`config.mk`:
```
export PLATFORM = sky130hd
export DESIGN_NAME = unary2binary
export DESIGN_NICKNAME = d
export VERILOG_FILES = /design/src/rtl/unary2binary.sv
export SDC_FILE = /design/constraint.sdc
export NUM_CORES = 1
export LEC_CHECK = 0
export ABC_AREA = 1
export CAP_MARGIN = 15
export CELL_PAD_IN_SITES_DETAIL_PLACEMENT = 1
export CELL_PAD_IN_SITES_GLOBAL_PLACEMENT = 2
export CORE_ASPECT_RATIO = 1.25
export CORE_UTILIZATION = 26
export DETAILED_ROUTE_END_ITERATION = 12
export HOLD_SLACK_MARGIN = 0.06
export PLACE_DENSITY_LB_ADDON = 0.08
export SLEW_MARGIN = 10
export SYNTH_ARGS = -nofsm -noshare
export SYNTH_HDL_FRONTEND = slang
export SYNTH_SLANG_ARGS = --single-unit
```
`constraint.sdc`:
```
create_clock -name aclk -period 1.1 [get_ports aclk]
set_input_delay 0.22 -clock aclk [delete_from_list [all_inputs] [get_ports aclk]]
set_output_delay 0.22 -clock aclk [all_outputs]
set_load 0.1 [all_outputs]
```
`src/rtl/unary2binary.sv`:
```
// Temporal-code decoder: samples a unary spike line once per slot over a gamma
// cycle and emits the recovered binary value with a one-cycle valid strobe.
module unary2binary #(
  parameter int GAMMA_CYCLE_WIDTH = 16,
  parameter int PULSE_WIDTH       = 8,
  parameter int OUTPUT_WIDTH      = $clog2(GAMMA_CYCLE_WIDTH),
  parameter int MODE              = 0
) (
  input  logic                    aclk,
  input  logic                    grst,
  input  logic                    unary_input,
  output logic [OUTPUT_WIDTH-1:0] binary_output,
  output logic                    no_edge,
  output logic                    valid
);

  // The pulse-width accumulator must hold a full gamma of ones before saturation.
  localparam int ACC_MAX = (PULSE_WIDTH > GAMMA_CYCLE_WIDTH) ? PULSE_WIDTH : GAMMA_CYCLE_WIDTH;
  localparam int ACC_W   = $clog2(ACC_MAX + 1);
  localparam logic [OUTPUT_WIDTH-1:0] LAST_SLOT = OUTPUT_WIDTH'(GAMMA_CYCLE_WIDTH - 1);
  localparam logic [ACC_W-1:0]        ACC_SAT   = ACC_W'(GAMMA_CYCLE_WIDTH - 1);

  logic [OUTPUT_WIDTH-1:0] slot;
  logic                    prev_sample;
  logic                    edge_seen;
  logic [OUTPUT_WIDTH-1:0] event_slot;
  logic [ACC_W-1:0]        acc;

  logic                    prev_eff;
  logic                    hit;
  logic                    edge_next;
  logic [OUTPUT_WIDTH-1:0] event_next;
  logic [ACC_W-1:0]        acc_next;
  logic [OUTPUT_WIDTH-1:0] result;
  logic                    result_no_edge;
  logic                    last;

  always_comb begin
    prev_eff       = 1'b0;
    hit            = 1'b0;
    edge_next      = edge_seen;
    event_next     = event_slot;
    acc_next       = acc;
    result         = '0;
    result_no_edge = 1'b0;
    last           = (slot == LAST_SLOT);

    // History never crosses the gamma boundary, so slot 0 sees a low predecessor.
    prev_eff = (slot == '0) ? 1'b0 : prev_sample;
    if (MODE == 0) begin
      hit = unary_input & ~prev_eff;
    end else if (MODE == 1) begin
      hit = ~unary_input & prev_eff;
    end
    edge_next  = edge_seen | hit;
    event_next = (hit && !edge_seen) ? slot : event_slot;
    acc_next   = acc + ACC_W'(unary_input);

    if (MODE == 2) begin
      result = (acc_next > ACC_SAT) ? LAST_SLOT : acc_next[OUTPUT_WIDTH-1:0];
    end else begin
      result         = edge_next ? event_next : '0;
      result_no_edge = ~edge_next;
    end
  end

  always_ff @(posedge aclk) begin
    if (grst) begin
      slot          <= '0;
      prev_sample   <= 1'b0;
      edge_seen     <= 1'b0;
      event_slot    <= '0;
      acc           <= '0;
      binary_output <= '0;
      no_edge       <= 1'b0;
      valid         <= 1'b0;
    end else begin
      slot  <= slot + 1'b1;
      valid <= last;
      if (last) begin
        binary_output <= result;
        no_edge       <= result_no_edge;
        prev_sample   <= 1'b0;
        edge_seen     <= 1'b0;
        event_slot    <= '0;
        acc           <= '0;
      end else begin
        prev_sample <= unary_input;
        edge_seen   <= edge_next;
        event_slot  <= event_next;
        acc         <= acc_next;
      end
    end
  end

endmodule

```
[Word-level counts from Yosys, hierarchy flattened]
Index checks and enable logic that the tools add are counted.
Storage, ports and cells
  bits in registers: 16
  latch bits: 0
  bits in writable memories: 0
  ROM bits: 0
  bits of input ports: 3
  output and inout port bits: 6
  word-level logic and storage cells: 20
  memories kept: 0
Operators by class
  add/sub/neg operators: 1
  multiply operators: 0
  divide/modulo/power cells: 0
  magnitude comparators: 0
  equal/unequal tests: 1
  shift-type cells: 0
  muxes and demuxes: 3
  bitwise gates (word level): 4
  reductions and logical operators: 4
Operators by type and width (count)
  4-bit two-way mux: 2
  4-bit by 1-bit adder with 4-bit output (second input constant): 1
  4-bit == test (second input constant): 1
  4-bit zero test: 1
  1-bit NOT: 2
  2-bit OR reduction: 1
  1-bit AND: 1
  1-bit logical AND: 1
  1-bit zero test: 1
  1-bit two-way mux: 1
  1-bit bitwise OR: 1

[Longest topological paths before layout]
Gate-level depths: netlist of run 1.
  word-level depth: 7
  mapped depth: 9
  depth with buffers taken out: 9

[Worst setup path after synthesis of run 1]
OpenSTA, ideal clock, no wires.
  path kind: register -> register
  from: register, netlist name binary_output[0]
  to: register binary_output[0]
  setup time: 0.061 ns
  arrival time: 1.115 ns
  data required time: 1.039 ns
  setup slack: -0.076 ns
  cell stages (with the launch flop): 3
  buffers on the path: 0
  clock period less this slack: 1.176 ns
  path through: dfxtp_1 -> nand2_1 -> nand2_1
RTL lines
  to (signal assigned): line 81  | binary_output <= result;
  to (decl): line 12  | output logic [OUTPUT_WIDTH-1:0] binary_output,

[Worst setup path in the final report of run 1]
  from: register slot[0]
  to: register binary_output[1]
Between the ends
  longest elaborated chain between the ends: 7
  elaborated cells on any way between the ends: 9
  those cells by class: 1 x eq/ne; 3 x mux; 3 x bitwise; 2 x reduce/logical
Ends and longest elaborated chain
  from (decl): line 23  | logic [OUTPUT_WIDTH-1:0] slot;
  from (signal assigned): line 78  | slot <= slot + 1'b1;
  4-bit zero test: line 49  | prev_eff = (slot == '0) ? 1'b0 : prev_sample;
  1-bit two-way mux: line 49
  1-bit NOT: line 51  | hit = unary_input & ~prev_eff;
  1-bit AND: line 51
  1-bit logical AND: line 56  | event_next = (hit && !edge_seen) ? slot : event_slot;
  4-bit two-way mux: line 56
  4-bit two-way mux: line 62  | result = edge_next ? event_next : '0;
Parallel ways exist; a longest one is shown, timed or not.
A chain may end at the register's enable or synchronous reset.

==> results of run 1 <==
-- worst reg2reg max path, delay by kind of cell, from the launching register on --
kind	cells	cell delay [ps]
adders and majority gates	1	130
buffers and inverters	1	60
DFF	1	370
and+or+nand+nor	7	520
-- logic make-up (layout without fill, tap and decap cells) --
| family | Yosys count | in the layout | share of synthesized area [%] |
|---|---|---|---|
| AO/OA/AOI/OAI | 6 | 6 | 6.535 |
| XOR/XNOR | 1 | 1 | 1.386 |
| adder cells (fa/ha/maj) | 2 | 2 | 3.960 |
| buffers and inverters | 10 | 29 | 6.137 |
| flip-flops | 16 | 16 | 50.69 |
| AND/OR/NAND/NOR | 44 | 44 | 31.29 |
-- cells in the final DEF, fill, tap and decap left out --
cell and instances:
a21oi_4 1, inv_1 5, inv_2 2, nor2_1 6
nand3_4 1, nand2_4 2, clkbuf_4 3, buf_4 7
nor3_2 1, buf_6 1, a21oi_1 4, nand2_2 7
clkdlybuf4s50_1 2, nand3_1 1, nand4_1 4, dfxtp_4 2
dfxtp_1 8, clkbuf_8 1, nand2_1 19, inv_4 2
dfxtp_2 6, buf_12 6, nand3_2 1, a21oi_2 1
xor2_1 1, nor2_2 1, ha_4 2, nand2_8 1
-- per-layer routing --
layer	global-route usage (%)	wire length, µm	up-vias
met5	0	0	-
met4	8.824	26	0
met3	2.848	40	4
met2	21.93	731	9
met1	14.37	536	247
li1	-	-	286
-- power by group through the flow --
stage                     Clock [mW]  Sequential (mW)  Combinational, mW
final                          0.386            0.619              0.152
after CTS                      0.407            0.618              0.151
after global placement             0            0.624              0.112
after global routing           0.439            0.622              0.171
after floorplan                    0            0.623             0.0691
after detailed placement           0            0.624              0.114
-- worst max path at each step --
stage | to | slack [ps] | depth (start not counted)
final | binary_output[1] | -70 | 9
after global routing | binary_output[1] | -140 | 9
after CTS | binary_output[1] | -70 | 8
after detailed placement | binary_output[0] | -300 | 6
after global placement | binary_output[0] | -290 | 6
after floorplan | binary_output[0] | 20 | 8
-- per-stage QoR --
| step | util [%] | power (mW) | setup TNS, ps |
|---|---|---|---|
| 2_1_floorplan | - | 0.6921 | 0 |
| 3_3_place_gp | 38.39 | 0.7364 | -2193 |
| 3_5_place_dp | 38.39 | 0.7380 | -2359 |
| 4_1_cts | 43.66 | 1.176 | -249.7 |
| 5_1_grt | 44.76 | 1.232 | -731.3 |
| 6_report | 44.76 | 1.158 | -248.6 |
-- registers in the layout (all words and copies together), names as in the netlist --
name,count
binary_output,4
edge_seen,1
event_slot,4
no_edge,1
prev_sample,1
slot,4
valid,1
-- area by class of cell --
cell class / count / area [µm²]
Fill cell: 279 / 1247
Multi-Input combinational cell: 53 / 357.8
Sequential cell: 16 / 335.3
Timing Repair Buffer: 16 / 203.9
Inverter: 9 / 38.79
Tap cell: 31 / 38.79
Clock buffer: 4 / 36.28
-- what timing repair did --
action | in CTS | in global routing
gates resized for setup | 22 | 6
hold endpoints to repair | 0 | 0
pin swaps | 7 | 8
setup endpoints to repair | 11 | 11
buffers inserted | 0 | 1
==> results.toml, run 1 <==
[run_status]
status = "finished, violations left"
violations = "setup timing"

[clock_tree]
clkLatencyLatePin_ps = 280
cts.sinks = 16
ctsLongestPathBuffers = 2
postCtsHoldBufs = 0
numCtsBuffers = 3
cts.clk_slew.worst_paths_ps = 90
root_buffer = "clkbuf_4"
tritoncts = "done"
cts.htree.levels = 1

[floorplan]
ios = 9
die_y_um = 57.12
dieWidth_um = 46.09
die_area_um2 = 2632
coreArea_um2 = 2258
start_util_pct = 27.98
rows = 19

[layout]
final_area_um2 = 1011
nets = 104
drive_above_1_share_pct = 48.98
instances_no_fill = 129
num_antenna_cells = 0
syn_to_final_growth_pct = 60.00

[run]
maxCapViolCount = 0

[synthesis]
synth_commonest_cells = "nand2_1, dfxtp_1, inv_1"
synth_edf_count = 0
synth_top_cell_by_area = "dfxtp_1"
synthMostInstantiatedCell = "nand2_1"
syn_avg_cell_area_um2 = 7.998
synth_nets = 84
synth_cell_types = 16
yosys_warnings = 0
synth.area.top_cells = "dfxtp_1, nand2_1, inv_1"
ys.flop_type = "dfxtp_1"
netlist.area_leader.share_pct = 50.69
synth_seq_area_share_pct = 50.69
synthCells = 79
ys_seq_elements = 16
synth_area_um2 = 631.9
synth-async-reset-ratio_pct = 0

[setup_path]
r2r_end = "binary_output[1]"
reg2reg_slack_ps = -70
path_delay_family = "simple AND/OR/NAND/NOR gates"
cp_slowest_stage_delay_ps = 370
critPathKind = "flip-flop to flip-flop"
slowest_stage = "dfxtp_4"
critPathLaunchType = "flip-flop"
rr_startpoint = "slot[0]"
startpoint = "slot[0]"
ff2ff_path_depth = 9
arrival_ps = 1360
critPathCaptureType = "flip-flop"
cp_max_fo = 7
crit_chain = "inv_4 > ha_4 > nand2_4 > nand2_8 > nand3_4 > nand2_2 > nand2_2 > nand2_1 > nand2_1"
cp.required_ps = 1290
crit_buf_inv = 1

[timing]
setup_viol = 4
relSlewSlack_pct = 73.03
fmax_ghz = 0.8552
rsz0062_at_grt = "yes"
drv_slew = 0
hold_slack_ps = 459.2
period_needed_ps = 1169
finalCritPeriodShare_pct = 106.3
hold_viol = 0
skew_ps = 2.106
tightest_slew_ps = 403.3
fin_ws_ps = -69.37

[hold_path]
hp-class = "flip-flop to flip-flop"
hold_end = "event_slot[2]"
min_from = "event_slot[2]"
hold_depth = 2

[placed_design]
placed_area_um2 = 867.1
hpwl_mm = 1.043
port_buffers = 8
place_inst = 124
gp_congestion = 0.6925
dp_slack_ps = -301.7

[power_and_ir_drop]
combPwrFrac_pct = 13.2
p_int_mw = 0.8659
max-vdd-ir-drop_mv = 0.6456
power_density_nw_per_um2 = 1145
switching_share_pct = 25.20
p_leak_nw = 0.4467
seqPwrFrac_pct = 53.5
power_frac_clock_pct = 33.3
power.switching_mw = 0.2918

[grt]
grt_overflow = 0
grt_pass1_wl_mm = 2.477
grt_pass1_vias = 597
antenna_found_initial = 0
grt_max_degree = 10
grt_usage_pct = 13.22

[detailed_routing]
final_antenna_net_count = 0
vias_per_cell = 4.233
first_pass_iters = 3
drc = 0
drt-initial-drc-count = 5
vias = 546
wl_mm = 1.334
wl_per_cell_um = 10.34
No activity file was read; power rests on OpenSTA's default activity.
==> run 2: changes to the inputs <==
--- a/config.mk
+++ b/config.mk
@@ -9,7 +9,7 @@
 export CAP_MARGIN = 15
 export CELL_PAD_IN_SITES_DETAIL_PLACEMENT = 1
 export CELL_PAD_IN_SITES_GLOBAL_PLACEMENT = 2
-export CORE_ASPECT_RATIO = 1.25
+export CORE_ASPECT_RATIO = 0.9
 export CORE_UTILIZATION = 26
 export DETAILED_ROUTE_END_ITERATION = 12
 export HOLD_SLACK_MARGIN = 0.06
==> results.toml, run 2 (synthesized netlist as in run 1, its figures left out) <==
[detailed_routing]
top_layer = "met4"
drt-initial-drc-count = 3
wl_met2_um = 649
vias = 553
vias_per_cell = 4.424
drc = 0
final_antenna_net_count = 0
wl_per_cell_um = 11.38
first_pass_iters = 2
drt-met1-wl_um = 689
wl_mm = 1.422
met3_length_um = 67

[power_and_ir_drop]
max-vdd-ir-drop_mv = 0.6593
finalPower_mw = 1.162
p_leak_nw = 0.4425
power_density_nw_per_um2 = 1187

[layout]
num_antenna_cells = 0
mostFrequentLayoutCell = "nand2_1"
syn_to_final_growth_pct = 54.85
regArea_um2 = 330.3
layout_common_cells = "nand2_1, dfxtp_2, dfxtp_1"
drive_above_1_share_pct = 46.94
multi_input_area_um2 = 340.3
largestRegisters = "binary_output (4), event_slot (4), slot (4)"
nets = 104
fillers = 267

[timing]
fmax_ghz = 0.8647
relSlewSlack_pct = 82.18
drv_slew = 0
finalCritPeriodShare_pct = 105.1
fin_ws_ps = -56.51
tightest_slew_ps = 267.0
hold_viol = 0
skew_ps = 6.087
setup_viol = 5
rsz0062_at_grt = "yes"
hold_slack_ps = 473.2
period_needed_ps = 1157

[grt]
grt_pass1_wl_mm = 2.428
grt_pass1_vias = 557
grt_max_degree = 10
grt_overflow = 0
grt_usage_pct = 13.26
antenna_found_initial = 0

[floorplan]
start_util_pct = 28.18
rows = 16
die_area_um2 = 2632
coreArea_um2 = 2242
die_y_um = 48.77
ios = 9
dieWidth_um = 53.97

[clock_tree]
postCtsHoldBufs = 0
ctsLongestPathBuffers = 2
cts.clk_slew.worst_paths_ps = 100
numCtsBuffers = 3
clkLatencyLatePin_ps = 290
root_buffer = "clkbuf_4"
cts.htree.levels = 1
cts.sinks = 16
tritoncts = "done"

[placed_design]
hpwl_mm = 1.119
gp_congestion = 0.7213
port_buffers = 8

[run_status]
status = "finished, violations left"
violations = "setup timing"

[setup_path]
critPathLaunchType = "flip-flop"
critPathCaptureType = "flip-flop"
cp_max_fo = 7
reg2reg_slack_ps = -60
critPathKind = "flip-flop to flip-flop"
cp.required_ps = 1290
arrival_ps = 1350

[run]
maxCapViolCount = 0

[hold_path]
hp-class = "flip-flop to flip-flop"
==> run 2: metal layers <==
layer | track usage (%) | up-vias
li1 | - | 287
met1 | 16.44 | 255
met2 | 19.55 | 9
met3 | 6.918 | 2
met4 | 3.947 | 0
met5 | 0 | -
==> run 2: path summary, 6_finish.rpt <==
path	startpoint	endpoint	cells past startpoint
worst max-delay path	slot[1]	binary_output[3]	9
worst max register to register	slot[1]	binary_output[3]	9
worst min register to register	binary_output[1]	binary_output[1]	2
worst min-delay path	binary_output[1]	binary_output[1]	2
==> run 2: cell type report <==
cell class	instances	area share, %
sequential	16	33.76
timing repair buffer	16	20.84
tap	27	3.453
inverter	9	3.453
clock buffer	4	3.708
multi-input combinational	53	34.78
==> run 2: report_power, final <==
part	switching, mW	internal (mW)	total (mW)
Clock	0.192	0.202	0.394
Sequential	0.0141	0.599	0.613
Combinational	0.0864	0.0686	0.155
==> run 2: stage by stage <==
step	setup WS [ps]	utilization [%]	cells	instance area [µm²]	setup TNS [ps]
final	-56.51	43.64	125	978.4	-179.2
after global routing	-151.1	43.64	125	978.4	-1111
after CTS	-95.07	42.13	125	944.7	-604.5
after detailed placement	-212.5	38.78	121	869.6	-1725
after global placement	-205.8	38.78	121	869.6	-1717
after floorplan	17.89	-	79	640.6	0
==> run 2: repair_timing <==
| action | 4_1_cts | 5_1_grt |
|---|---|---|
| buffers inserted | 0 | 0 |
| gates resized for setup | 13 | 8 |
| setup endpoints to repair | 10 | 11 |
| pin swaps | 4 | 4 |
==> run 2: critical path, stage by stage (launching register included) <==
cell and delay, ps:
dfxtp_2 350, inv_2 60, ha_4 130, nand2_4 60
nand2_8 90, nand3_4 100, nand2_2 100, nand2_2 50
nand2_1 70, nand2_1 50
